$ cat src/rtl/serial_subtractor.sv
// serial_subtractor: bit-serial A - B, one difference bit per clock, LSB first.
//   clk      - rising-edge clock
//   rst_n    - asynchronous active-low reset
//   start    - begin a subtraction (accepted only when idle)
//   A, B     - minuend / subtrahend, captured on the accept edge
//   busy     - operation in progress (RUN or FIN)
//   D_bit    - serial difference bit, qualified by D_valid
//   D_valid  - D_bit valid this cycle
//   D        - parallel difference A-B mod 2^WIDTH, updated with done
//   Bo       - final borrow (A < B unsigned), updated with done
//   done     - one-cycle pulse marking D and Bo valid
module serial_subtractor #(
  parameter int unsigned WIDTH = 8
) (
  input  logic             clk,
  input  logic             rst_n,
  input  logic             start,
  input  logic [WIDTH-1:0] A,
  input  logic [WIDTH-1:0] B,
  output logic             busy,
  output logic             D_bit,
  output logic             D_valid,
  output logic [WIDTH-1:0] D,
  output logic             Bo,
  output logic             done
);

  localparam int unsigned CW = (WIDTH > 1) ? $clog2(WIDTH) : 1;

  typedef enum logic [1:0] {
    IDLE = 2'd0,
    RUN  = 2'd1,
    FIN  = 2'd2
  } state_t;

  state_t           state_q, state_d;
  logic [WIDTH-1:0] a_q, a_d;
  logic [WIDTH-1:0] b_q, b_d;
  logic [WIDTH-1:0] res_q, res_d;
  logic             borrow_q, borrow_d;
  logic [CW-1:0]    cnt_q, cnt_d;

  logic             busy_d, dbit_d, dvalid_d, bo_d, done_d;
  logic [WIDTH-1:0] d_d;

  // Current bit pair and full-subtractor terms for the RUN cycle
  logic a_bit, b_bit, diff_bit, borrow_nxt;
  assign a_bit      = a_q[0];
  assign b_bit      = b_q[0];
  assign diff_bit   = a_bit ^ b_bit ^ borrow_q;
  assign borrow_nxt = (~a_bit & b_bit) | (~(a_bit ^ b_bit) & borrow_q);

  // State and datapath registers
  always_ff @(posedge clk or negedge rst_n) begin
    if (!rst_n) begin
      state_q  <= IDLE;
      a_q      <= '0;
      b_q      <= '0;
      res_q    <= '0;
      borrow_q <= 1'b0;
      cnt_q    <= '0;
      busy     <= 1'b0;
      D_bit    <= 1'b0;
      D_valid  <= 1'b0;
      D        <= '0;
      Bo       <= 1'b0;
      done     <= 1'b0;
    end else begin
      state_q  <= state_d;
      a_q      <= a_d;
      b_q      <= b_d;
      res_q    <= res_d;
      borrow_q <= borrow_d;
      cnt_q    <= cnt_d;
      busy     <= busy_d;
      D_bit    <= dbit_d;
      D_valid  <= dvalid_d;
      D        <= d_d;
      Bo       <= bo_d;
      done     <= done_d;
    end
  end

  // Next-state and next-output logic
  always_comb begin
    state_d  = state_q;
    a_d      = a_q;
    b_d      = b_q;
    res_d    = res_q;
    borrow_d = borrow_q;
    cnt_d    = cnt_q;
    dbit_d   = 1'b0;
    dvalid_d = 1'b0;
    d_d      = D;
    bo_d     = Bo;
    done_d   = 1'b0;

    unique case (state_q)
      IDLE: begin
        if (start) begin
          a_d      = A;
          b_d      = B;
          res_d    = '0;
          borrow_d = 1'b0;
          cnt_d    = '0;
          state_d  = RUN;
        end
      end
      RUN: begin
        dbit_d   = diff_bit;
        dvalid_d = 1'b1;
        // Result fills from the top so bit 0 lands at the LSB after WIDTH shifts
        res_d    = {diff_bit, res_q[WIDTH-1:1]};
        borrow_d = borrow_nxt;
        a_d      = a_q >> 1;
        b_d      = b_q >> 1;
        if (cnt_q == CW'(WIDTH - 1)) begin
          state_d = FIN;
        end else begin
          cnt_d = cnt_q + CW'(1);
        end
      end
      FIN: begin
        done_d  = 1'b1;
        d_d     = res_q;
        bo_d    = borrow_q;
        state_d = IDLE;
      end
      default: state_d = IDLE;
    endcase

    busy_d = (state_d != IDLE);
  end

endmodule
$ cat config.mk
export PLATFORM = sky130hd
export DESIGN_NAME = serial_subtractor
export DESIGN_NICKNAME = d
export VERILOG_FILES = /design/src/rtl/serial_subtractor.sv
export SDC_FILE = /design/constraint.sdc
export NUM_CORES = 1
export LEC_CHECK = 0
export CORE_AREA = 5 5 66 68
export DETAILED_ROUTE_END_ITERATION = 8
export DIE_AREA = 0 0 71 73
export PLACE_DENSITY_LB_ADDON = 0.08
export SYNTH_ARGS = -nofsm -noshare
export SYNTH_HDL_FRONTEND = slang
export SYNTH_SLANG_ARGS = --single-unit
$ cat constraint.sdc
create_clock -name clk -period 1.9 [get_ports clk]
set_clock_uncertainty 0.2 [all_clocks]
set_input_delay 0.38 -clock clk [delete_from_list [all_inputs] [get_ports clk]]
set_output_delay 0.38 -clock clk [all_outputs]
set_load 0.05 [all_outputs]
# Yosys cells after proc, flatten, opt, wreduce, memory -nomap -nowiden
# Index checks and enable logic that the tools add are counted.
op_classes:
  n_addsub: 1
  eq_ne: 5
  muxes: 17
  n_bitwise: 7
  n_reduce_logical: 5
op_table:
  columns: ["operator", "n"]
  rows:
  - ["$pmux 8 s2", 3]
  - ["$mux 8", 3]
  - ["$mux 3", 2]
  - ["$pmux 3 s2", 1]
  - ["$mux 1", 4]
  - ["$mux 2", 2]
  - ["$ne 2x2->1 const B", 2]
  - ["$pmux 2 s2", 1]
  - ["$reduce_bool 2->1", 2]
  - ["$add 3x1->3 const B", 1]
  - ["$eq 3x3->1 const B", 1]
  - ["$reduce_and 3->1", 1]
  - ["$and 1x1->1", 2]
  - ["$eq 2x1->1 const B", 1]
  - ["$eq 2x2->1 const B", 1]
  - ["$logic_not 2->1", 1]
  - ["$not 1->1", 2]
  - ["$pmux 1 s2", 1]
  - ["$reduce_and 2->1", 1]
  - ["$xor 1x1->1", 2]
  - ["$or 1x1->1", 1]
word_totals:
  reg_bits: 43
  input_bits: 19
  out_inout_bits: 13
  wordCells: 47

# Logic depth before layout (Yosys ltp)
# Gate-level depths: netlist of the first run.
logic_depth:
  ltp_word: 5
  mapped_depth: 5

# Least setup slack after synthesis of the first run
# Ideal clock, no wire load.
synth_path:
  kind: "register to register"
  startpoint: "register cnt_q[0]"
  endpoint: "register cnt_q[0]"
  setup_ps: 90
  arrival_time_ps: 1236
  required_time_ps: 1610
  slack_ps: 374
  path_stages_with_launch: 5
  period_less_slack_ps: 1526
  cell_sequence: "dfrtp_1 -> ha_1 -> ha_1 -> or2_2 -> o221ai_1"
synth_via:
  elab_chain_len: 3
  elab_cells_between_ends: 6
  classes_between: "add/sub (1); eq/ne (2); mux (2); reduce/logical (1)"
synth_rtl:
  columns: ["item", "line_no", "source"]
  rows:
  - ["start: declaration", "41", "logic [CW-1:0] cnt_q, cnt_d;"]
  - ["start signal: assignment", "74", "cnt_q <= cnt_d;"]
  - ["$add 3x1->3 / $eq 3x3->1 (equally long branches)", "120, 117", null]
  - ["$mux 3 / $ne 2x2->1 (equally long branches)", null, null]
  - ["$pmux 3 s2 / $reduce_and 3->1 (equally long branches)", null, null]
# Parallel ways exist; a longest one is shown, timed or not. The select of a mux whose other input is x is not followed.
# A chain may end at the register's enable or synchronous reset.

# Worst setup path after layout of the first run
layout_path:
  startpoint: "input port start"
  endpoint: "register b_q[5]"
layout_via:
  elab_chain_len: 2
layout_rtl:
  columns: ["item", "line_no", "source"]
  rows:
  - ["start: declaration", "17", "input logic start,"]
  - ["$ne 2x2->1 (no line)", null, null]
  - ["$reduce_and 2->1 (no line)", null, null]
  - ["end signal: assignment", "58", "b_q <= '0;"]
  - ["end signal: assignment", "71", "b_q <= b_d;"]
  - ["end: declaration", "38", "logic [WIDTH-1:0] b_q, b_d;"]
# Every way passes these cells.

==> results_dict.tcl, run 1 <==
set metrics [dict create \
    post_route_antenna_net_violation_count 0 \
    final_standard_cell_utilization_of_the_core_pct 60.51 \
    finalCriticalPeriod_ns 1.721 \
    r2r.worst_path.cells 4 \
    crit_end "b_q[5]" \
    crit-reg2reg-capture "cnt_q[1]" \
    drc 0 \
    floorplan.die_area_sq_mm 0.005183 \
    crit_required_ns 1.89 \
    syn-cell-area_sq_mm 0.001866 \
    die_width_um 71 \
    hold_depth 1 \
    synth_warnings 0 \
    grt_max_degree 44 \
    detailedRoute.firstIterationViolations 66 \
    grt-ovfl-total 0 \
    final_max_slew_viol_count 0 \
    postLayoutCellArea_sq_mm 0.002298 \
    count_of_max_cap_constraint_violations 0 \
    worstSkewPairLatency_ns 0.30 \
    gr-usage-all-layers_pct 15.47 \
    outcome "completed" \
    grt_pass1_wl_um 6223 \
    hold_violations 0 \
    cts_tree "built" \
    worst_hold_startpoint "D[1]" \
    postSynthAreaPerCell_sq_um 13.14 \
    number_of_register_bits_inferred_by_synthesis 43 \
    finish.cell_count_without_fillers 227 \
    final_cell_mix "sky130_fd_sc_hd__dfrtp_1, sky130_fd_sc_hd__buf_4, sky130_fd_sc_hd__clkdlybuf4s50_1, sky130_fd_sc_hd__inv_1, sky130_fd_sc_hd__mux2_2" \
    synthDistinctLibCells 28 \
    worst_setup_startpoint "start" \
    layout_worst_path_cycle_share_pct 90.58 \
    layout-drive-gt1-share_pct 27.68 \
    floorplan.io_pins 32 \
    critPathLaunchType "input pin" \
    powerDensity_mw_per_mm2 1597 \
    post-layout-total-power_mw 3.671 \
    via_count 1274 \
    rsz_0062_raised_after_global_routing "no" \
    max_freq_mhz 581.1 \
    drt_pre_antenna_iters 4 \
    antenna_found_initial 0 \
    routabilityCongestion 0.7863 \
    hold_buffers 1 \
    crit_type "in -> reg" \
    clock_sink_count 43 \
    ys_seq_area_share_pct 57.68 \
    worstPathMaxFanout 11 \
    clock_pin_slew_on_the_worst_setup_and_hold_paths_ns 0.08 \
    report.final.setup_viol 0 \
    num_rows 23 \
    port_buffers 31 \
    aggregate_routed_wire_length_um 3592 \
    initial_utilization_pct 49.11 \
    cts-resized-gates 0 \
    irDropWorstVdd_v 0.0006695 \
    dpl-instance-area_sq_mm 0.002196 \
    final_nets 198 \
    half_perimeter_wire_length_of_the_detailed_placement_result_um 2460 \
    grt_pass1_vias 1384 \
    clock_root_buffer "sky130_fd_sc_hd__clkbuf_8" \
    dp.cells 218 \
    area.growth.synth_to_final_pct 23.21 \
    min-delay-path-class "reg -> reg" \
    headroom_to_the_max_slew_limit_pct 64.90 \
    cts-buffers-inserted 5 \
    ff2ff_setup_slack_ns 0.24 \
    cts-htree-levels 2 \
    clock_tree.buffer_depth 2 \
    avgViaCountPerCell 5.612 \
    height_of_the_die_um 73 \
    worst-slew-pin-transition_ns 0.5265 \
    worstSetupEndpointType "register" \
    layout_commonest_cell "sky130_fd_sc_hd__dfrtp_1" \
    syn_inst 142 \
    r2r-start "cnt_q[0]" \
    postCtsSetupRepairBufs 0 \
    core_sq_mm 0.003799 \
    antenna_cells 0 \
    timing.critical_path.arrival_ns 1.71 \
    post_drt_wl_per_cell_um 15.82 \
    syn-num-nets 164 \
    total_leakage_power_nw 1.042 \
]
[per-layer routing]
metal | GRT usage [%] | up-vias | part of all wire, %
met5 | 0 | - | 0
met4 | 9.186 | 0 | 1.9
met3 | 3.994 | 5 | 5.3
met2 | 26.36 | 33 | 49
met1 | 17.53 | 644 | 44
li1 | - | 592 | -
[cells by family after synthesis]
| family | after synthesis | synth area share (%) |
|---|---|---|
| compound gates | 30 | 15.36 |
| fa+ha+maj | 3 | 2.414 |
| buf+inv | 26 | 6.573 |
| flops | 43 | 57.68 |
| mux | 9 | 5.433 |
| simple gates | 31 | 12.54 |
[report_power, final]
group | leakage [nW] | internal [mW] | total (mW) | switching [mW]
Combinational | 0.471 | 0.678 | 1.55 | 0.874
Clock | 0.0408 | 0.263 | 0.597 | 0.334
Sequential | 0.531 | 1.30 | 1.52 | 0.225
[critical path, cell delays in order]
cell and delay, ns:
sky130_fd_sc_hd__clkdlybuf4s50_1 0.71, sky130_fd_sc_hd__or4b_1 0.48, sky130_fd_sc_hd__o221a_2 0.14
[final cells by class]
| type | instances | area [sq um] |
|---|---|---|
| clock buffers | 5 | 68.82 |
| clock inverters | 3 | 23.77 |
| fillers | 333 | 1500 |
| inverters | 14 | 52.55 |
| multi-input cells | 73 | 666.9 |
| flip-flops and latches | 43 | 1076 |
| well taps | 50 | 62.56 |
| repair buffers | 39 | 347.8 |
[sequential cells by signal (all words and copies together), names as in the netlist]
signal	flops
Bo	1
D	8
D_bit	1
D_valid	1
a_q	8
b_q	8
borrow_q	1
busy	1
cnt_q	3
done	1
res_q	8
state_q	2
[worst min-delay path by stage]
stage | endpoint | slack, ns
after floorplan | Bo | -0.12
after global placement | b_q[3] | 0.27
after detailed placement | b_q[4] | 0.28
after CTS | res_q[0] | 0.31
after global routing | res_q[0] | 0.34
final | D[1] | 0.31
[stage by stage]
stage	hold WS, ns	setup WS (ns)	setup TNS, ns
2_1_floorplan	-0.1156	0.3742	0
3_3_place_gp	0.2683	-0.07264	-0.7142
3_5_place_dp	0.2781	-0.1362	-1.570
4_1_cts	0.3105	0.1788	0
5_1_grt	0.3370	0.04155	0
6_report	0.3121	0.1790	0
[synth_stat cells]
| master | number | area, sq um |
|---|---|---|
| sky130_fd_sc_hd__a211o_1 | 1 | 8.760 |
| sky130_fd_sc_hd__a21oi_1 | 1 | 5.000 |
| sky130_fd_sc_hd__a221oi_1 | 7 | 61.31 |
| sky130_fd_sc_hd__a22o_1 | 8 | 70.07 |
| sky130_fd_sc_hd__and2_1 | 1 | 6.260 |
| sky130_fd_sc_hd__buf_2 | 8 | 40.04 |
| sky130_fd_sc_hd__buf_4 | 4 | 30.03 |
| sky130_fd_sc_hd__dfrtp_1 | 43 | 1076 |
| sky130_fd_sc_hd__fa_1 | 1 | 20.02 |
| sky130_fd_sc_hd__ha_1 | 2 | 25.02 |
| sky130_fd_sc_hd__inv_1 | 12 | 45.04 |
| sky130_fd_sc_hd__inv_2 | 2 | 7.510 |
| sky130_fd_sc_hd__mux2_2 | 9 | 101.4 |
| sky130_fd_sc_hd__nand2_1 | 3 | 11.26 |
| sky130_fd_sc_hd__nand2b_1 | 5 | 31.28 |
| sky130_fd_sc_hd__nand3_1 | 3 | 15.01 |
| sky130_fd_sc_hd__nand4bb_1 | 1 | 11.26 |
| sky130_fd_sc_hd__nor2_1 | 1 | 3.750 |
| sky130_fd_sc_hd__nor3b_1 | 1 | 7.510 |
| sky130_fd_sc_hd__nor4b_1 | 7 | 61.31 |
| sky130_fd_sc_hd__nor4bb_1 | 1 | 10.01 |
| sky130_fd_sc_hd__o21bai_4 | 1 | 18.77 |
| sky130_fd_sc_hd__o221a_2 | 7 | 78.83 |
| sky130_fd_sc_hd__o221ai_1 | 3 | 26.28 |
| sky130_fd_sc_hd__o2bb2ai_1 | 1 | 8.760 |
| sky130_fd_sc_hd__o311ai_1 | 1 | 8.760 |
| sky130_fd_sc_hd__or2_2 | 1 | 6.260 |
| sky130_fd_sc_hd__or4b_1 | 7 | 70.07 |
Note: power is estimated with default switching activity, not from simulation.
==> run 2: changes to the inputs <==
--- a/config.mk
+++ b/config.mk
@@ -5,9 +5,9 @@
 export SDC_FILE = /design/constraint.sdc
 export NUM_CORES = 1
 export LEC_CHECK = 0
-export CORE_AREA = 5 5 66 68
+export CORE_AREA = 5 5 80 82
 export DETAILED_ROUTE_END_ITERATION = 8
-export DIE_AREA = 0 0 71 73
+export DIE_AREA = 0 0 85 87
 export PLACE_DENSITY_LB_ADDON = 0.08
 export SYNTH_ARGS = -nofsm -noshare
 export SYNTH_HDL_FRONTEND = slang
==> results_dict.tcl, run 2 (synthesized netlist as in run 1, its figures left out) <==
set metrics [dict create \
    port_buffers 31 \
    powerDensity_mw_per_mm2 1610 \
    antenna_cells 0 \
    num_rows 28 \
    count_of_max_cap_constraint_violations 0 \
    layout_commonest_cell "sky130_fd_sc_hd__dfrtp_1" \
    crit_required_ns 1.86 \
    cts-resized-gates 0 \
    critical-path-slowest-cell "sky130_fd_sc_hd__clkdlybuf4s50_1" \
    layout_worst_path_cycle_share_pct 89.00 \
    final_max_slew_viol_count 0 \
    finalCriticalPeriod_ns 1.691 \
    total_leakage_power_nw 1.065 \
    cts_tree "built" \
    crit_type "in -> reg" \
    cpPeakStageDelay_ns 0.67 \
    hold_violations 0 \
    post_drt_wl_per_cell_um 14.98 \
    aggregate_routed_wire_length_um 3760 \
    critPathLaunchType "input pin" \
    postLayoutCellArea_sq_mm 0.002367 \
    clock_tree.buffer_depth 2 \
    final_nets 197 \
    die_width_um 85 \
    cell_chain_critical_path "clkdlybuf4s50_1 > buf_4 > nor4b_1 > a221oi_1" \
    worst-slew-pin-transition_ns 0.5209 \
    outcome "completed" \
    timing.critical_path.arrival_ns 1.65 \
    rsz_0062_raised_after_global_routing "no" \
    dpl-instance-area_sq_mm 0.002245 \
    clock_root_buffer "sky130_fd_sc_hd__clkbuf_8" \
    detailedRoute.firstIterationViolations 56 \
    cts-htree-levels 2 \
    irDropWorstVdd_v 0.0005531 \
    initial_utilization_pct 32.87 \
    drt_pre_antenna_iters 4 \
    max_freq_mhz 591.3 \
    n_fill_cell 545 \
    via_count 1268 \
    grt-ovfl-total 0 \
    final_standard_cell_utilization_of_the_core_pct 41.71 \
    ff2ff_setup_slack_ns 0.25 \
    report.final.setup_viol 0 \
    final_cell_mix "sky130_fd_sc_hd__dfrtp_1, sky130_fd_sc_hd__clkdlybuf4s50_1, sky130_fd_sc_hd__buf_4, sky130_fd_sc_hd__inv_1, sky130_fd_sc_hd__mux2_2" \
    half_perimeter_wire_length_of_the_detailed_placement_result_um 2599 \
    grt_max_degree 25 \
    clock_sink_count 43 \
    hold_ws_ns 0.3035 \
    antenna_found_initial 0 \
    min-delay-path-class "reg -> reg" \
    grt_pass1_wl_um 6272 \
    grt_pass1_vias 1270 \
    clock_pin_slew_on_the_worst_setup_and_hold_paths_ns 0.08 \
    drc 0 \
    floorplan.die_area_sq_mm 0.007395 \
    worstPathMaxFanout 12 \
    post_route_antenna_net_violation_count 0 \
    postCtsSetupRepairBufs 0 \
    headroom_to_the_max_slew_limit_pct 65.27 \
    floorplan.io_pins 32 \
    height_of_the_die_um 87 \
    routabilityCongestion 0.6811 \
    layout-drive-gt1-share_pct 27.27 \
    avgViaCountPerCell 5.052 \
    area.growth.synth_to_final_pct 26.89 \
    cts-buffers-inserted 5 \
    worstSetupEndpointType "register" \
    gr-usage-all-layers_pct 10.75 \
    worstSkewPairLatency_ns 0.30 \
    core_sq_mm 0.005675 \
    hold_buffers 1 \
]
-- run 2: through the flow --
| step | cells | worst slack [ns] | power (mW) | TNS, ns |
|---|---|---|---|---|
| global placement | 242 | -0.06998 | 3.081 | -0.8162 |
| finish | 251 | 0.2089 | 3.811 | 0 |
| floorplan | 142 | 0.3742 | 2.662 | 0 |
| global route | 251 | 0.1180 | 4.050 | 0 |
| CTS | 251 | 0.2063 | 3.859 | 0 |
| detailed placement | 242 | -0.1018 | 3.130 | -1.123 |
-- run 2: worst paths after layout --
| kind | from | end | cells after the start |
|---|---|---|---|
| setup / recovery | start | a_q[6] | 4 |
| hold / removal | a_q[7] | a_q[7] | 2 |
| setup reg to reg | cnt_q[0] | cnt_q[0] | 4 |
| hold reg to reg | a_q[7] | a_q[7] | 2 |
| max in group asynchronous | rst_n | res_q[1] | 3 |
| min in group asynchronous | rst_n | busy | 2 |
-- run 2: cell type report --
cell class,count,area [sq um],area share (%)
Inverter,14,52.55,2.220
Sequential cell,43,1076,45.45
Timing Repair Buffer,38,365.4,15.43
Tap cell,75,93.84,3.964
Clock buffer,5,68.82,2.907
Multi-Input combinational cell,73,666.9,28.17
Clock inverter,3,43.79,1.850
-- run 2: where the power goes --
group	switching, mW	internal (mW)	total, mW	leakage [nW]
registers	0.229	1.30	1.53	0.531
clock network	0.330	0.392	0.721	0.0581
logic	0.873	0.690	1.56	0.476
total	1.43	2.38	3.81	1.07
-- run 2: critical path, delay by kind of cell --
family	cells	cell delay, ns
AOI/OAI and AO/OA	1	0.09
buffers and inverters	2	0.91
and+or+nand+nor	1	0.27
-- run 2: routing by layer --
layer / track usage (%) / up-vias / share of wire, %
met5: 0 / - / 0
met4: 3.165 / 0 / 1.0
met3: 4.257 / 6 / 5.7
met2: 15.68 / 29 / 44
met1: 14.75 / 635 / 49
li1: - / 598 / -
